File: config.mk
export PLATFORM = sky130hd
export DESIGN_NAME = fetch_stage
export DESIGN_NICKNAME = d
export VERILOG_FILES = /design/src/rtl/fetch_stage_pkg.sv /design/src/rtl/fetch_buffer.sv /design/src/rtl/fetch_stage.sv
export SDC_FILE = /design/constraint.sdc
export NUM_CORES = 1
export LEC_CHECK = 0
export BUFFER_PORTS_ARGS = -buffer_cell sky130_fd_sc_hd__buf_4
export CAP_MARGIN = 20
export CORE_MARGIN = 2
export CORE_UTILIZATION = 25
export CTS_CLUSTER_DIAMETER = 100
export DETAILED_ROUTE_END_ITERATION = 7
export GPL_ROUTABILITY_DRIVEN = 0
export PLACE_DENSITY_LB_ADDON = 0.15
export SLEW_MARGIN = 20
export SYNTH_ARGS = -nofsm -noshare
export SYNTH_HDL_FRONTEND = slang
export SYNTH_SLANG_ARGS = --single-unit
File: constraint.sdc
create_clock -name clk -period 5.8 [get_ports clk]
set_clock_uncertainty 0.1 [all_clocks]
set_input_delay 1.16 -clock clk [delete_from_list [all_inputs] [get_ports clk]]
set_output_delay 1.16 -clock clk [all_outputs]
set_load 0.1 [all_outputs]
File: src/rtl/fetch_stage_pkg.sv
// Shared fetch-control definitions: fetch FSM states and the default reset PC.
package HighLevelControl;

  typedef enum logic [1:0] {
    IDLE  = 2'd0,
    FETCH = 2'd1,
    FLUSH = 2'd2
  } fetchState;

  localparam logic [31:0] RESET_PC_DEFAULT = 32'h0000_0000;

endpackage

File: src/rtl/fetch_buffer.sv
// Two-entry FIFO holding {PC, Instr} pairs between instruction memory and decode.
module fetch_buffer #(
  parameter int WIDTH = 64
) (
  input  logic             clk,
  input  logic             reset_n,
  input  logic             clear,
  input  logic             push,
  input  logic             pop,
  input  logic [WIDTH-1:0] din,
  output logic [WIDTH-1:0] dout,
  output logic             empty,
  output logic [1:0]       count
);

  logic [WIDTH-1:0] mem [2];
  logic             rd_ptr;
  logic             wr_ptr;
  logic             push_ok;
  logic             pop_ok;

  // Pop only a real entry; push when there is room or the head leaves in the same cycle.
  always_comb begin
    pop_ok  = pop && (count != 2'd0);
    push_ok = push && ((count != 2'd2) || pop_ok);
  end

  // Pointer and occupancy bookkeeping; clear empties the buffer immediately.
  always_ff @(posedge clk or negedge reset_n) begin
    if (!reset_n) begin
      rd_ptr <= 1'b0;
      wr_ptr <= 1'b0;
      count  <= 2'd0;
    end else if (clear) begin
      rd_ptr <= 1'b0;
      wr_ptr <= 1'b0;
      count  <= 2'd0;
    end else begin
      if (push_ok) wr_ptr <= ~wr_ptr;
      if (pop_ok)  rd_ptr <= ~rd_ptr;
      case ({push_ok, pop_ok})
        2'b10:   count <= count + 2'd1;
        2'b01:   count <= count - 2'd1;
        default: count <= count;
      endcase
    end
  end

  // Entry storage carries no reset; validity is tracked by count alone.
  always_ff @(posedge clk) begin
    if (push_ok) mem[wr_ptr] <= din;
  end

  assign dout  = mem[rd_ptr];
  assign empty = (count == 2'd0);

endmodule

File: src/rtl/fetch_stage.sv
// Instruction fetch stage: credit-limited request issue, in-order response
// tracking, redirect flush with drop counting, and a 2-entry decode buffer.
module fetch_stage
  import HighLevelControl::*;
#(
  parameter int                   WORD_SIZE = 32,
  parameter logic [WORD_SIZE-1:0] RESET_PC  = WORD_SIZE'(RESET_PC_DEFAULT)
) (
  input  logic                 clk,
  input  logic                 reset_n,
  output logic                 IMemReq,
  output logic [WORD_SIZE-1:0] IMemAddr,
  input  logic                 IMemGrant,
  input  logic                 IMemRspValid,
  input  logic [WORD_SIZE-1:0] IMemRspData,
  input  logic                 RedirectEn,
  input  logic [WORD_SIZE-1:0] RedirectPC,
  input  logic                 DecodeReady,
  output logic                 FetchValid,
  output logic [WORD_SIZE-1:0] Instr,
  output logic [WORD_SIZE-1:0] PC,
  output logic [WORD_SIZE-1:0] PCp4,
  output logic                 FetchMisaligned
);

  fetchState              state;
  fetchState              state_next;
  logic [WORD_SIZE-1:0]   fetch_pc;
  logic [WORD_SIZE-1:0]   fetch_pc_next;
  logic [1:0]             outstanding;
  logic [1:0]             outstanding_next;
  logic [1:0]             out_after_rsp;
  logic [1:0]             drop_cnt;
  logic [1:0]             drop_next;
  logic [2:0]             inflight;
  logic                   req;
  logic                   grant;
  logic                   rsp_counted;
  logic                   rsp_keep;
  logic                   misaligned;

  // Address queue: addresses of granted requests awaiting their responses.
  logic [WORD_SIZE-1:0]   aq_mem [2];
  logic                   aq_rd;
  logic                   aq_wr;
  logic [1:0]             aq_cnt;

  // Decode buffer interface.
  logic [2*WORD_SIZE-1:0] buf_din;
  logic [2*WORD_SIZE-1:0] buf_dout;
  logic                   buf_empty;
  logic [1:0]             buf_count;
  logic                   buf_pop;

  // Request credit and response classification for this cycle.
  always_comb begin
    inflight      = {1'b0, outstanding} + {1'b0, buf_count};
    req           = (state == FETCH) && (inflight < 3'd2) && !RedirectEn;
    grant         = req && IMemGrant;
    rsp_counted   = IMemRspValid && (outstanding != 2'd0);
    rsp_keep      = rsp_counted && (state == FETCH) && !RedirectEn && (aq_cnt != 2'd0);
    out_after_rsp = outstanding - {1'b0, rsp_counted};
  end

  // Next-state, fetch PC and drop-count computation; redirect overrides everything.
  always_comb begin
    state_next       = state;
    fetch_pc_next    = fetch_pc;
    drop_next        = drop_cnt;
    outstanding_next = out_after_rsp + {1'b0, grant};
    if (RedirectEn) begin
      fetch_pc_next = {RedirectPC[WORD_SIZE-1:2], 2'b00};
      drop_next     = out_after_rsp;
      state_next    = (out_after_rsp != 2'd0) ? FLUSH : FETCH;
    end else begin
      if (grant) fetch_pc_next = fetch_pc + WORD_SIZE'(4);
      unique case (state)
        IDLE:  state_next = FETCH;
        FETCH: state_next = FETCH;
        FLUSH: begin
          if (rsp_counted) begin
            drop_next = drop_cnt - 2'd1;
            if (drop_cnt == 2'd1) state_next = FETCH;
          end else if (drop_cnt == 2'd0) begin
            state_next = FETCH;
          end
        end
        default: state_next = IDLE;
      endcase
    end
  end

  // Control state register: FSM, fetch PC and the two credit counters.
  always_ff @(posedge clk or negedge reset_n) begin
    if (!reset_n) begin
      state       <= IDLE;
      fetch_pc    <= RESET_PC;
      outstanding <= 2'd0;
      drop_cnt    <= 2'd0;
    end else begin
      state       <= state_next;
      fetch_pc    <= fetch_pc_next;
      outstanding <= outstanding_next;
      drop_cnt    <= drop_next;
    end
  end

  // Address queue pointers: push on grant, pop on each kept response, clear on redirect.
  always_ff @(posedge clk or negedge reset_n) begin
    if (!reset_n) begin
      aq_rd  <= 1'b0;
      aq_wr  <= 1'b0;
      aq_cnt <= 2'd0;
    end else if (RedirectEn) begin
      aq_rd  <= 1'b0;
      aq_wr  <= 1'b0;
      aq_cnt <= 2'd0;
    end else begin
      if (grant)    aq_wr <= ~aq_wr;
      if (rsp_keep) aq_rd <= ~aq_rd;
      case ({grant, rsp_keep})
        2'b10:   aq_cnt <= aq_cnt + 2'd1;
        2'b01:   aq_cnt <= aq_cnt - 2'd1;
        default: aq_cnt <= aq_cnt;
      endcase
    end
  end

  // Address queue storage; the granted address is the current fetch PC.
  always_ff @(posedge clk) begin
    if (grant) aq_mem[aq_wr] <= fetch_pc;
  end

  // One-cycle flag for a redirect target that is not word aligned.
  always_ff @(posedge clk or negedge reset_n) begin
    if (!reset_n) misaligned <= 1'b0;
    else          misaligned <= RedirectEn && (RedirectPC[1:0] != 2'b00);
  end

  assign buf_din = {aq_mem[aq_rd], IMemRspData};
  assign buf_pop = FetchValid && DecodeReady;

  fetch_buffer #(
    .WIDTH(2 * WORD_SIZE)
  ) u_buf (
    .clk    (clk),
    .reset_n(reset_n),
    .clear  (RedirectEn),
    .push   (rsp_keep),
    .pop    (buf_pop),
    .din    (buf_din),
    .dout   (buf_dout),
    .empty  (buf_empty),
    .count  (buf_count)
  );

  assign IMemReq         = req;
  assign IMemAddr        = fetch_pc;
  assign FetchValid      = !buf_empty && !RedirectEn;
  assign Instr           = buf_dout[WORD_SIZE-1:0];
  assign PC              = buf_dout[2*WORD_SIZE-1:WORD_SIZE];
  assign PCp4            = PC + WORD_SIZE'(4);
  assign FetchMisaligned = misaligned;

  // A response with nothing outstanding outside FLUSH breaks the memory protocol.
  a_rsp_protocol: assert property (@(posedge clk) disable iff (!reset_n)
    !(IMemRspValid && (outstanding == 2'd0) && (state != FLUSH)));

endmodule

==> impl_metrics.prom, run 1 <==
# TYPE chip_impl_metric gauge
chip_impl_metric{name="grt_start_max_net_pins",unit=""} 61
chip_impl_metric{name="cts.reportedPaths.clkPinSlew",unit="ps"} 60
chip_impl_metric{name="cts_repair_resize_count",unit=""} 0
chip_impl_metric{name="avgSynthCellArea",unit="µm²"} 14.1
chip_impl_metric{name="worst_ir_drop_vdd",unit="µV"} 177
chip_impl_metric{name="place_area",unit="µm²"} 12300
chip_impl_metric{name="fin_cells",unit=""} 1466
chip_impl_metric{name="power_frac_clock",unit="%"} 38.4
chip_impl_metric{name="critPathRequiredTime",unit="ps"} 4540
chip_impl_info{name="top_cells_by_area_in_the_synthesized_netlist",value="sky130_fd_sc_hd__edfxtp_1, sky130_fd_sc_hd__dfrtp_1, sky130_fd_sc_hd__mux2_2, sky130_fd_sc_hd__xnor2_1, sky130_fd_sc_hd__nand2_1"} 1
chip_impl_metric{name="synth_enable_flop_cells",unit=""} 184
chip_impl_metric{name="sequentialPowerShare",unit="%"} 44.9
chip_impl_metric{name="power_density",unit="nW/µm²"} 334
chip_impl_metric{name="finalWirelength",unit="mm"} 26.8
chip_impl_metric{name="grt_first_pass_wirelength",unit="mm"} 40.5
chip_impl_metric{name="routed_wire_length_per_instance",unit="µm"} 18.3
chip_impl_metric{name="design.final.nets",unit=""} 997
chip_impl_metric{name="drt-pass1-iter-count",unit=""} 6
chip_impl_info{name="worstSetupStartpointType",value="flip-flop"} 1
chip_impl_info{name="layout_commonest_cell",value="sky130_fd_sc_hd__buf_4"} 1
chip_impl_metric{name="dp_hpwl",unit="mm"} 18.9
chip_impl_metric{name="reg2regPathDepth",unit=""} 7
chip_impl_metric{name="critical_path_peak_fanout",unit=""} 60
chip_impl_metric{name="dieArea",unit="µm²"} 41800
chip_impl_metric{name="critPathBufInv",unit=""} 3
chip_impl_info{name="cell_breakdown_of_the_critical_path",value="buf_4 > mux2i_1 > a211oi_1 > nand3_1 > buf_4 > nor3b_1 > xor2_4 > buf_4"} 1
chip_impl_metric{name="p_total",unit="mW"} 4.42
chip_impl_metric{name="max_slew_margin",unit="%"} 33.5
chip_impl_metric{name="area_of_the_core",unit="µm²"} 39700
chip_impl_metric{name="power.leakage",unit="nW"} 4.85
chip_impl_metric{name="cts-hold-fix-buffers",unit=""} 0
chip_impl_metric{name="power.switching",unit="mW"} 1.30
chip_impl_metric{name="cts.sinks",unit=""} 229
chip_impl_info{name="critical_path.top_delay_family",value="buffers and inverters"} 1
chip_impl_info{name="yosys_top_cell_by_area",value="sky130_fd_sc_hd__edfxtp_1"} 1
chip_impl_metric{name="clk_latency",unit="ps"} 530
chip_impl_info{name="synthFlopType",value="sky130_fd_sc_hd__edfxtp_1"} 1
chip_impl_metric{name="internal_power",unit="mW"} 3.12
chip_impl_metric{name="postRouteAntennaNets",unit=""} 0
chip_impl_metric{name="drtIter0Drc",unit=""} 297
chip_impl_metric{name="worst_slew_pin_slew",unit="ps"} 988
chip_impl_metric{name="synth_top_area_share",unit="%"} 55.0
chip_impl_info{name="crit_path_top_delay_cell",value="sky130_fd_sc_hd__buf_4"} 1
chip_impl_metric{name="finalCritPeriodShare",unit="%"} 85.3
chip_impl_metric{name="diodes",unit=""} 0
chip_impl_metric{name="combinationalPowerShare",unit="%"} 16.7
chip_impl_info{name="worst_path_most_repeated_cell",value="sky130_fd_sc_hd__buf_4"} 1
chip_impl_metric{name="rows",unit=""} 73
chip_impl_metric{name="vias_per_cell",unit=""} 4.44
chip_impl_info{name="result_of_the_run",value="completed"} 1
chip_impl_info{name="holdCritPathClass",value="flip-flop to flip-flop"} 1
chip_impl_info{name="reg2reg_to",value="aq_mem[1][26]"} 1
chip_impl_metric{name="grt_antenna_before_repair",unit=""} 0
chip_impl_metric{name="max-cap-violations",unit=""} 0
chip_impl_metric{name="finalCriticalPeriod",unit="ps"} 4950
chip_impl_info{name="mostFrequentLayoutCells",value="sky130_fd_sc_hd__buf_4, sky130_fd_sc_hd__edfxtp_1, sky130_fd_sc_hd__mux2_2"} 1
chip_impl_metric{name="ys_seq_area_share",unit="%"} 66.2
chip_impl_metric{name="timing_hold_violations_final",unit=""} 0
chip_impl_metric{name="cts-buffers-inserted",unit=""} 27
chip_impl_info{name="timing.critical_path.from",value="u_buf.rd_ptr"} 1
chip_impl_metric{name="timing.hold.ws",unit="ps"} 385
chip_impl_metric{name="via_count",unit=""} 6502
chip_impl_info{name="r2r-start",value="u_buf.count[0]"} 1
chip_impl_metric{name="crit_cells",unit=""} 8
chip_impl_metric{name="first_global_vias",unit=""} 6364
chip_impl_metric{name="finalSetupViolCount",unit=""} 0
chip_impl_metric{name="final_max_slew_viol_count",unit=""} 0
chip_impl_metric{name="total_global_routing_overflow",unit=""} 0
chip_impl_metric{name="io_buffer_count",unit=""} 194
chip_impl_metric{name="drc",unit=""} 0
chip_impl_metric{name="final.setup.tns",unit="ps"} 0
chip_impl_metric{name="dp.cells",unit=""} 1416
chip_impl_metric{name="ctsLongestPathBuffers",unit=""} 3
chip_impl_info{name="timing.critical_path.to_type",value="primary output"} 1
chip_impl_metric{name="critical_path.max_stage_delay",unit="ps"} 550
chip_impl_info{name="critPathKind",value="flip-flop to primary output"} 1
chip_impl_metric{name="synth_warnings",unit=""} 0
chip_impl_metric{name="final_design_area_no_fill",unit="µm²"} 13200
chip_impl_info{name="ctsRootBufferMaster",value="sky130_fd_sc_hd__clkbuf_16"} 1
chip_impl_metric{name="layout-area-overhead-vs-synth",unit="%"} 31.6
chip_impl_metric{name="synth_cells",unit=""} 712
chip_impl_metric{name="achievable-frequency",unit="MHz"} 202
chip_impl_metric{name="post_synth_num_cell_types",unit=""} 58
chip_impl_metric{name="initial_standard_cell_utilization_of_the_core",unit="%"} 25.3
chip_impl_metric{name="layout-drive-gt1-share",unit="%"} 38.0
chip_impl_metric{name="track_usage",unit="%"} 12.7
chip_impl_metric{name="post_cts_buffers",unit=""} 0
chip_impl_metric{name="mappedNetlistArea",unit="µm²"} 10000
chip_impl_metric{name="die_height",unit="µm"} 204
chip_impl_metric{name="io-pin-count",unit=""} 201
chip_impl_metric{name="synthArstFlopShare",unit="%"} 19.7
chip_impl_info{name="tritoncts_clock_tree",value="built"} 1
chip_impl_info{name="unrepaired_setup_endpoints_after_global_routing",value="no"} 1
chip_impl_metric{name="switching_share",unit="%"} 29.4
chip_impl_metric{name="timing.critical_path.arrival",unit="ps"} 3690
chip_impl_metric{name="die_w",unit="µm"} 204
chip_impl_metric{name="ys_ff_latch",unit=""} 229
chip_impl_metric{name="cts-htree-levels",unit=""} 1
chip_impl_metric{name="register_to_register_setup_slack",unit="ps"} 2510
chip_impl_info{name="crit_path_end",value="PCp4[16]"} 1
-- metrics by stage --
stage	setup slack (ps)	utilization [%]
after floorplan	-241	-
after global placement	1340	31.0
after detailed placement	1290	31.0
after CTS	716	33.3
after global routing	459	33.3
final	853	33.3
-- layout make-up --
| class | count | area [µm²] |
|---|---|---|
| inverters | 27 | 106 |
| fillers | 3994 | 26500 |
| multi-input cells | 426 | 3320 |
| clock buffers | 40 | 764 |
| repair buffers | 209 | 1580 |
| clock inverters | 10 | 131 |
| well taps | 525 | 657 |
| flip-flops and latches | 229 | 6660 |
-- worst min path at each step --
| stage | start | endpoint | slack [ps] | depth (start not counted) |
|---|---|---|---|---|
| 3_3_place_gp | aq_cnt[1] | aq_cnt[1] | 370 | 1 |
| 3_5_place_dp | aq_cnt[1] | aq_cnt[1] | 380 | 1 |
| 5_1_grt | state[1] | state[0] | 440 | 1 |
| 6_report | aq_cnt[1] | aq_cnt[1] | 390 | 1 |
| 2_1_floorplan | aq_cnt[1] | aq_cnt[1] | 350 | 1 |
| 4_1_cts | aq_cnt[1] | aq_cnt[1] | 390 | 1 |
-- sequential cells by signal, summed over array words and instances, names as in the netlist, 2 cells and up --
register and cells:
drop_cnt 2, aq_mem 60, aq_cnt 2, IMemAddr 30, outstanding 2, u_buf.mem 124, state 2, u_buf.count 2
-- Yosys cell counts (6+ instances only) --
cell	n
sky130_fd_sc_hd__edfxtp_1	184
sky130_fd_sc_hd__mux2_2	81
sky130_fd_sc_hd__nand2_1	49
sky130_fd_sc_hd__dfrtp_1	45
sky130_fd_sc_hd__nor2_1	33
sky130_fd_sc_hd__nand3_1	30
sky130_fd_sc_hd__inv_1	26
sky130_fd_sc_hd__xnor2_1	23
sky130_fd_sc_hd__nand4_1	21
sky130_fd_sc_hd__o21ai_0	19
sky130_fd_sc_hd__xor2_1	16
sky130_fd_sc_hd__nor3_1	15
sky130_fd_sc_hd__mux2i_1	14
sky130_fd_sc_hd__clkbuf_1	10
sky130_fd_sc_hd__a21oi_1	9
sky130_fd_sc_hd__buf_2	9
sky130_fd_sc_hd__a22oi_1	8
sky130_fd_sc_hd__a31oi_1	8
sky130_fd_sc_hd__a221o_1	7
sky130_fd_sc_hd__nand2b_1	7
sky130_fd_sc_hd__nand4b_1	7
sky130_fd_sc_hd__nor4_1	7
sky130_fd_sc_hd__a21o_1	6
sky130_fd_sc_hd__buf_1	6
sky130_fd_sc_hd__buf_4	6
sky130_fd_sc_hd__ha_1	6
-- power groups by stage --
stage	Clock [mW]	Sequential [mW]	Combinational (mW)
6_report	1.70	1.99	0.736
3_5_place_dp	0	2.02	0.747
3_3_place_gp	0	2.02	0.747
4_1_cts	1.75	1.99	0.750
5_1_grt	1.82	2.00	0.793
2_1_floorplan	0	2.20	0.340
-- metal layers --
layer / share of wire (%) / vias up / global-route usage (%)
met2: 44 / 176 / 19.3
li1: - / 3098 / -
met5: 0 / - / 0
met4: 2.0 / 0 / 2.90
met3: 5.1 / 35 / 2.38
met1: 49 / 3193 / 18.6
-- cell families (layout without fill, tap and decap cells) --
group / after synthesis / in the layout / synth area share [%]
multiplexers: 95 / 95 / 10.5
buffers and inverters: 62 / 286 / 2.96
XOR/XNOR: 39 / 39 / 3.40
AND/OR/NAND/NOR: 197 / 197 / 10.2
other: 1 / 6 / 0.0373
AO/OA/AOI/OAI: 82 / 82 / 5.73
flip-flops: 229 / 229 / 66.2
adder cells (fa/ha/maj): 7 / 7 / 0.947
Note: power is estimated with default switching activity, not from simulation.
==> run 2: changes to the inputs <==
Settings changed: ABC_AREA set to 1, CORE_ASPECT_RATIO set to 0.5.
==> impl_metrics.prom, run 2 <==
# TYPE chip_impl_metric gauge
chip_impl_metric{name="post_cts_buffers",unit=""} 0
chip_impl_metric{name="finalCriticalPeriod",unit="ps"} 4800
chip_impl_info{name="yosys-top-cells-count",value="sky130_fd_sc_hd__nand2_1, sky130_fd_sc_hd__edfxtp_1, sky130_fd_sc_hd__nor2_1"} 1
chip_impl_metric{name="drtIter0Drc",unit=""} 498
chip_impl_metric{name="multi_input_comb_area",unit="µm²"} 3550
chip_impl_metric{name="max-cap-violations",unit=""} 0
chip_impl_metric{name="synth_cells",unit=""} 1143
chip_impl_metric{name="rows",unit=""} 53
chip_impl_metric{name="cts_repair_resize_count",unit=""} 0
chip_impl_info{name="hold_end",value="u_buf.mem[1][42]"} 1
chip_impl_metric{name="fillCellCount",unit=""} 4348
chip_impl_metric{name="postRouteAntennaNets",unit=""} 0
chip_impl_metric{name="cts-hold-fix-buffers",unit=""} 0
chip_impl_info{name="synthFlopType",value="sky130_fd_sc_hd__edfxtp_1"} 1
chip_impl_metric{name="place_area",unit="µm²"} 12700
chip_impl_metric{name="cts.reportedPaths.clkPinSlew",unit="ps"} 60
chip_impl_metric{name="finalWirelength",unit="mm"} 31.2
chip_impl_info{name="timing.critical_path.to_type",value="primary output"} 1
chip_impl_metric{name="routed_wire_length_per_instance",unit="µm"} 16.1
chip_impl_metric{name="total_global_routing_overflow",unit=""} 0
chip_impl_metric{name="worst_ir_drop_vdd",unit="µV"} 189
chip_impl_metric{name="timing.critical_path.arrival",unit="ps"} 3540
chip_impl_metric{name="max_slew_margin",unit="%"} 37.0
chip_impl_info{name="critPathKind",value="flip-flop to primary output"} 1
chip_impl_info{name="synth.most_common_cell",value="sky130_fd_sc_hd__nand2_1"} 1
chip_impl_info{name="yosys_top_cell_by_area",value="sky130_fd_sc_hd__edfxtp_1"} 1
chip_impl_metric{name="final.setup.tns",unit="ps"} 0
chip_impl_metric{name="first_global_vias",unit=""} 8115
chip_impl_info{name="critical_path.top_delay_family",value="buffers and inverters"} 1
chip_impl_metric{name="critical_path_peak_fanout",unit=""} 42
chip_impl_metric{name="ys_ff_latch",unit=""} 229
chip_impl_metric{name="grt_start_max_net_pins",unit=""} 63
chip_impl_metric{name="finalSetupViolCount",unit=""} 0
chip_impl_info{name="r2r-start",value="u_buf.count[0]"} 1
chip_impl_metric{name="mappedNetlistArea",unit="µm²"} 10600
chip_impl_metric{name="critPathBufInv",unit=""} 4
chip_impl_info{name="register_containing_the_most_flip_flops_in_the_final_layout",value="u_buf.mem"} 1
chip_impl_info{name="crit_path_top_delay_cell",value="sky130_fd_sc_hd__dfrtp_2"} 1
chip_impl_metric{name="cts-buffers-inserted",unit=""} 25
chip_impl_metric{name="timing_hold_violations_final",unit=""} 0
chip_impl_metric{name="grt_first_pass_wirelength",unit="mm"} 46.9
chip_impl_metric{name="synth_top_area_share",unit="%"} 51.9
chip_impl_info{name="worstSetupStartpointType",value="flip-flop"} 1
chip_impl_metric{name="worst_slew_pin_slew",unit="ps"} 943
chip_impl_metric{name="via_count",unit=""} 8114
chip_impl_metric{name="io_buffer_count",unit=""} 194
chip_impl_info{name="mostFrequentLayoutCells",value="sky130_fd_sc_hd__nand2_1, sky130_fd_sc_hd__buf_4, sky130_fd_sc_hd__edfxtp_1"} 1
chip_impl_metric{name="final_max_slew_viol_count",unit=""} 0
chip_impl_metric{name="cts-htree-levels",unit=""} 1
chip_impl_metric{name="clk_latency",unit="ps"} 520
chip_impl_metric{name="final_design_area_no_fill",unit="µm²"} 13500
chip_impl_metric{name="drc",unit=""} 0
chip_impl_metric{name="die_w",unit="µm"} 296
chip_impl_metric{name="grt_antenna_before_repair",unit=""} 0
chip_impl_metric{name="achievable-frequency",unit="MHz"} 208
chip_impl_metric{name="vias_per_cell",unit=""} 4.19
chip_impl_info{name="ctsRootBufferMaster",value="sky130_fd_sc_hd__clkbuf_16"} 1
chip_impl_info{name="tritoncts_clock_tree",value="built"} 1
chip_impl_metric{name="initial_standard_cell_utilization_of_the_core",unit="%"} 25.3
chip_impl_metric{name="die_height",unit="µm"} 150
chip_impl_metric{name="flip_flop_count_of_the_largest_register_after_layout",unit=""} 124
chip_impl_metric{name="synth_warnings",unit=""} 0
chip_impl_metric{name="area.sequential",unit="µm²"} 6650
chip_impl_metric{name="synth_enable_flop_cells",unit=""} 184
chip_impl_info{name="result_of_the_run",value="completed"} 1
chip_impl_metric{name="drt-pass1-iter-count",unit=""} 5
chip_impl_metric{name="power_density",unit="nW/µm²"} 448
chip_impl_metric{name="area_of_the_core",unit="µm²"} 42000
chip_impl_metric{name="avgSynthCellArea",unit="µm²"} 9.31
chip_impl_info{name="cell_breakdown_of_the_critical_path",value="buf_4 > o21ai_2 > inv_1 > ha_1 > inv_1 > nor2_4 > nand2_1 > nor2_2 > nand3b_1 > nand2_1 > buf_4"} 1
chip_impl_metric{name="critical_path.max_stage_delay",unit="ps"} 710
chip_impl_metric{name="io-pin-count",unit=""} 201
chip_impl_metric{name="power.leakage",unit="nW"} 5.72
chip_impl_metric{name="dp_hpwl",unit="mm"} 22.7
chip_impl_metric{name="reg2regPathDepth",unit=""} 6
chip_impl_info{name="reg2reg_to",value="aq_mem[1][26]"} 1
chip_impl_metric{name="ys_seq_area_share",unit="%"} 62.5
chip_impl_info{name="holdCritPathClass",value="flip-flop to flip-flop"} 1
chip_impl_metric{name="layout-area-overhead-vs-synth",unit="%"} 26.9
chip_impl_metric{name="timing.hold.worst_path_depth",unit=""} 2
chip_impl_info{name="top_cells_by_area_in_the_synthesized_netlist",value="sky130_fd_sc_hd__edfxtp_1, sky130_fd_sc_hd__nand2_1, sky130_fd_sc_hd__dfrtp_1, sky130_fd_sc_hd__nor2_1, sky130_fd_sc_hd__nand3_1"} 1
chip_impl_info{name="unrepaired_setup_endpoints_after_global_routing",value="no"} 1
chip_impl_metric{name="post_synth_num_cell_types",unit=""} 30
chip_impl_metric{name="layout-drive-gt1-share",unit="%"} 20.9
chip_impl_metric{name="ctsLongestPathBuffers",unit=""} 3
chip_impl_metric{name="critPathRequiredTime",unit="ps"} 4540
chip_impl_info{name="worst_hold_startpoint",value="aq_mem[0][10]"} 1
chip_impl_metric{name="design.final.nets",unit=""} 1419
chip_impl_metric{name="diodes",unit=""} 0
chip_impl_metric{name="register_to_register_setup_slack",unit="ps"} 2410
chip_impl_info{name="layout_commonest_cell",value="sky130_fd_sc_hd__nand2_1"} 1
chip_impl_metric{name="dieArea",unit="µm²"} 44300
chip_impl_metric{name="cts.sinks",unit=""} 229
chip_impl_metric{name="synthArstFlopShare",unit="%"} 19.7
chip_impl_metric{name="track_usage",unit="%"} 14.0
chip_impl_metric{name="finalCritPeriodShare",unit="%"} 82.8
==> run 2: changes by cell type after synthesis, moves of 12 or more <==
| cell | change |
|---|---|
| sky130_fd_sc_hd__inv_1 | +49 |
| sky130_fd_sc_hd__nand4_1 | -14 |
| sky130_fd_sc_hd__nand3_1 | +29 |
| sky130_fd_sc_hd__nor3_1 | -12 |
| sky130_fd_sc_hd__nand2_1 | +468 |
| sky130_fd_sc_hd__xnor2_1 | -16 |
| sky130_fd_sc_hd__nand2_2 | +22 |
| sky130_fd_sc_hd__mux2i_1 | -14 |
| sky130_fd_sc_hd__mux2_2 | -81 |
| sky130_fd_sc_hd__nor2_1 | +65 |
==> run 2: worst reg2reg max path: stages (launching register included) <==
cell and delay (ps):
sky130_fd_sc_hd__dfrtp_1 420, sky130_fd_sc_hd__nand2_1 80, sky130_fd_sc_hd__inv_1 50, sky130_fd_sc_hd__fa_1 430, sky130_fd_sc_hd__nor2_1 200, sky130_fd_sc_hd__nand4_1 700
sky130_fd_sc_hd__nor2_4 1020
==> run 2: per-stage QoR <==
step	util (%)	setup slack, ps	hold slack, ps	total power [mW]	instances
CTS	32.2	923	435	6.14	1937
finish	32.2	1000	424	6.05	1937
detailed placement	30.4	1500	430	4.62	1892
global placement	30.4	1510	423	4.60	1892
global route	32.2	699	463	6.33	1937
floorplan	-	9.59	384	4.00	1148
==> run 2: layer usage <==
layer	wire length, µm	share of wire, %	track usage (%)	up-vias
met3	1040	3.3	2.32	71
met4	1320	4.2	5.91	0
li1	-	-	-	4061
met2	16400	52	26.0	150
met1	12500	40	15.9	3832
met5	0	0	0	-
==> run 2: worst max path at each step <==
stage	endpoint	slack, ps	startpoint	cells after the start
2_1_floorplan	PCp4[14]	10	u_buf.rd_ptr	9
3_3_place_gp	PCp4[26]	1510	u_buf.rd_ptr	11
3_5_place_dp	PCp4[26]	1500	u_buf.rd_ptr	11
4_1_cts	PCp4[26]	920	u_buf.rd_ptr	11
5_1_grt	PCp4[26]	700	u_buf.rd_ptr	11
6_report	PCp4[26]	1000	u_buf.rd_ptr	11
==> run 2: power by group <==
group | switching [mW] | internal (mW)
combinational | 1.99 | 0.469
sequential | 0.155 | 1.94
clock | 0.656 | 0.840
total | 2.81 | 3.25
==> run 2: cells by family (layout without fill, tap and decap cells) <==
group	after synthesis	after routing	share of synthesized area (%)
xor+xnor	26	26	2.14
flops	229	229	62.5
fa+ha+maj	7	7	0.894
compound gates	41	41	2.23
buf+inv	114	326	4.62
simple gates	725	725	27.6
other cells	1	6	0.0352
==> run 2: final cells by class <==
type                            instances  area share [%]
Sequential cell                       229            49.3
Tap cell                              577            5.35
Clock inverter                         14           0.788
Clock buffer                           31            4.80
Multi-Input combinational cell        805            26.3
Inverter                               78            2.17
Timing Repair Buffer                  203            11.3
==> run 3: changes to the inputs <==
Clock period 5.8 ns to 4.4 ns, I/O delays scaled along.
==> impl_metrics.prom, run 3 (same netlist as run 2, synthesis figures left out) <==
# TYPE chip_impl_metric gauge
chip_impl_metric{name="drt-pass1-iter-count",unit=""} 4
chip_impl_metric{name="grt_antenna_before_repair",unit=""} 0
chip_impl_metric{name="initial_standard_cell_utilization_of_the_core",unit="%"} 25.3
chip_impl_metric{name="critical_path_peak_fanout",unit=""} 15
chip_impl_metric{name="flip_flop_count_of_the_largest_register_after_layout",unit=""} 124
chip_impl_metric{name="worst_ir_drop_vdd",unit="µV"} 221
chip_impl_metric{name="cts.sinks",unit=""} 229
chip_impl_metric{name="achievable-frequency",unit="MHz"} 254
chip_impl_metric{name="grt_first_pass_wirelength",unit="mm"} 46.4
chip_impl_metric{name="io-pin-count",unit=""} 201
chip_impl_metric{name="timing.critical_path.arrival",unit="ps"} 2960
chip_impl_info{name="crit_path_end",value="PCp4[26]"} 1
chip_impl_metric{name="finalCriticalPeriod",unit="ps"} 3940
chip_impl_metric{name="area.sequential",unit="µm²"} 6650
chip_impl_metric{name="die_w",unit="µm"} 296
chip_impl_metric{name="vias_per_cell",unit=""} 4.18
chip_impl_info{name="r2r-start",value="u_buf.count[0]"} 1
chip_impl_info{name="unrepaired_setup_endpoints_after_global_routing",value="no"} 1
chip_impl_metric{name="reg2regPathDepth",unit=""} 10
chip_impl_metric{name="layout-drive-gt1-share",unit="%"} 22.8
chip_impl_metric{name="io_buffer_count",unit=""} 194
chip_impl_metric{name="finalWirelength",unit="mm"} 31.0
chip_impl_info{name="tritoncts_clock_tree",value="built"} 1
chip_impl_metric{name="via_count",unit=""} 8100
chip_impl_metric{name="clk_latency",unit="ps"} 540
chip_impl_metric{name="ctsLongestPathBuffers",unit=""} 3
chip_impl_info{name="timing.critical_path.from",value="u_buf.rd_ptr"} 1
chip_impl_metric{name="cts.reportedPaths.clkPinSlew",unit="ps"} 70
chip_impl_metric{name="diodes",unit=""} 0
chip_impl_metric{name="routed_wire_length_per_instance",unit="µm"} 16.0
chip_impl_info{name="worstSetupStartpointType",value="flip-flop"} 1
chip_impl_metric{name="critPathRequiredTime",unit="ps"} 3420
chip_impl_metric{name="dp_hpwl",unit="mm"} 22.3
chip_impl_metric{name="drc",unit=""} 0
chip_impl_metric{name="area_of_the_core",unit="µm²"} 42000
chip_impl_metric{name="register_to_register_setup_slack",unit="ps"} 1590
chip_impl_metric{name="cts_repair_resize_count",unit=""} 0
chip_impl_info{name="holdCritPathClass",value="input port to asynchronous set/reset pin"} 1
chip_impl_metric{name="post_cts_buffers",unit=""} 0
chip_impl_metric{name="first_global_vias",unit=""} 7956
chip_impl_info{name="result_of_the_run",value="completed"} 1
chip_impl_metric{name="fillCellCount",unit=""} 4338
chip_impl_metric{name="dp.cells",unit=""} 1896
chip_impl_metric{name="drtIter0Drc",unit=""} 463
chip_impl_metric{name="design.final.nets",unit=""} 1422
chip_impl_metric{name="rows",unit=""} 53
chip_impl_metric{name="layout-area-overhead-vs-synth",unit="%"} 29.6
chip_impl_metric{name="worst_slew_pin_slew",unit="ps"} 977
chip_impl_metric{name="max-cap-violations",unit=""} 0
chip_impl_metric{name="grt_start_max_net_pins",unit=""} 63
chip_impl_metric{name="postRouteAntennaNets",unit=""} 0
chip_impl_metric{name="final_max_slew_viol_count",unit=""} 0
chip_impl_metric{name="cts-htree-levels",unit=""} 1
chip_impl_metric{name="max_slew_margin",unit="%"} 34.8
chip_impl_metric{name="multi_input_comb_area",unit="µm²"} 3670
chip_impl_metric{name="p_total",unit="mW"} 8.29
chip_impl_info{name="reg2reg_to",value="aq_cnt[1]"} 1
chip_impl_metric{name="dieArea",unit="µm²"} 44300
chip_impl_info{name="layout_commonest_cell",value="sky130_fd_sc_hd__nand2_1"} 1
chip_impl_metric{name="total_global_routing_overflow",unit=""} 0
chip_impl_metric{name="power_density",unit="nW/µm²"} 601
chip_impl_metric{name="timing_hold_violations_final",unit=""} 0
chip_impl_info{name="critPathKind",value="flip-flop to primary output"} 1
chip_impl_metric{name="fin_cells",unit=""} 1939
chip_impl_info{name="timing.critical_path.to_type",value="primary output"} 1
chip_impl_metric{name="track_usage",unit="%"} 13.8
chip_impl_info{name="register_containing_the_most_flip_flops_in_the_final_layout",value="u_buf.mem"} 1
chip_impl_metric{name="die_height",unit="µm"} 150
chip_impl_metric{name="cts-hold-fix-buffers",unit=""} 0
chip_impl_metric{name="finalCritPeriodShare",unit="%"} 89.6
chip_impl_metric{name="cts-buffers-inserted",unit=""} 24
chip_impl_info{name="mostFrequentLayoutCells",value="sky130_fd_sc_hd__nand2_1, sky130_fd_sc_hd__buf_4, sky130_fd_sc_hd__edfxtp_1"} 1
chip_impl_info{name="ctsRootBufferMaster",value="sky130_fd_sc_hd__clkbuf_16"} 1
chip_impl_metric{name="finalSetupViolCount",unit=""} 0
chip_impl_metric{name="power.leakage",unit="nW"} 5.83
## run 3: cell types whose count changed in the layout (fill, tap and decap cells not counted), sizes merged
| cell | before | now |
|---|---|---|
| buf | 203 | 207 |
| clkbuf | 31 | 25 |
| clkinv | 12 | 10 |
| bufinv | 1 | 6 |
| clkinvlp | 1 | 2 |
## run 3: worst min-delay path by stage
| stage | endpoint | cells past startpoint | slack, ps |
|---|---|---|---|
| after floorplan | u_buf.wr_ptr | 1 | 380 |
| after global placement | u_buf.mem[0][47] | 2 | 420 |
| after detailed placement | u_buf.mem[1][52] | 2 | 430 |
| after CTS | outstanding[1] | 1 | 290 |
| after global routing | IMemAddr[7] | 1 | 320 |
| final | IMemAddr[7] | 1 | 280 |
## run 3: final cells by class
cell class | count | share of cell area (%)
multi-input cells | 805 | 26.6
inverters | 78 | 2.15
well taps | 577 | 5.24
flip-flops and latches | 229 | 48.2
clock buffers | 25 | 4.54
repair buffers | 207 | 11.5
clock inverters | 18 | 1.77
## run 3: power by group
| group | total (mW) | switching, mW | internal (mW) |
|---|---|---|---|
| sequential | 2.74 | 0.189 | 2.55 |
| combinational | 3.30 | 2.65 | 0.642 |
| clock | 2.25 | 0.868 | 1.38 |
| total | 8.29 | 3.71 | 4.58 |
## run 3: critical path: stages (launching register included)
cell	delay [ps]
sky130_fd_sc_hd__dfrtp_2	470
sky130_fd_sc_hd__inv_2	260
sky130_fd_sc_hd__nand2_1	90
sky130_fd_sc_hd__nand2_1	130
sky130_fd_sc_hd__ha_1	160
sky130_fd_sc_hd__buf_4	140
sky130_fd_sc_hd__inv_1	90
sky130_fd_sc_hd__nor2_4	200
sky130_fd_sc_hd__nand2_1	150
sky130_fd_sc_hd__nor2_2	260
sky130_fd_sc_hd__nand3b_1	130
sky130_fd_sc_hd__nand2_2	80
sky130_fd_sc_hd__buf_4	280
## run 3: metrics by stage
stage / area, µm² / setup slack [ps] / setup TNS, ps / hold slack [ps] / utilization [%]
after floorplan: 10800 / -474 / -59170 / 384 / -
after global placement: 12900 / 1010 / 0 / 421 / 30.8
after global routing: 13800 / 256 / 0 / 316 / 32.8
after CTS: 13800 / 407 / 0 / 286 / 32.8
final: 13800 / 458 / 0 / 275 / 32.8
after detailed placement: 12900 / 990 / 0 / 431 / 30.8
## run 3: per-layer routing
layer,up-vias,global-route usage [%],wire length (µm)
li1,4070,-,-
met1,3864,16.9,12900
met2,117,24.9,16100
met3,49,2.38,1230
met4,0,4.14,874
met5,-,0,0
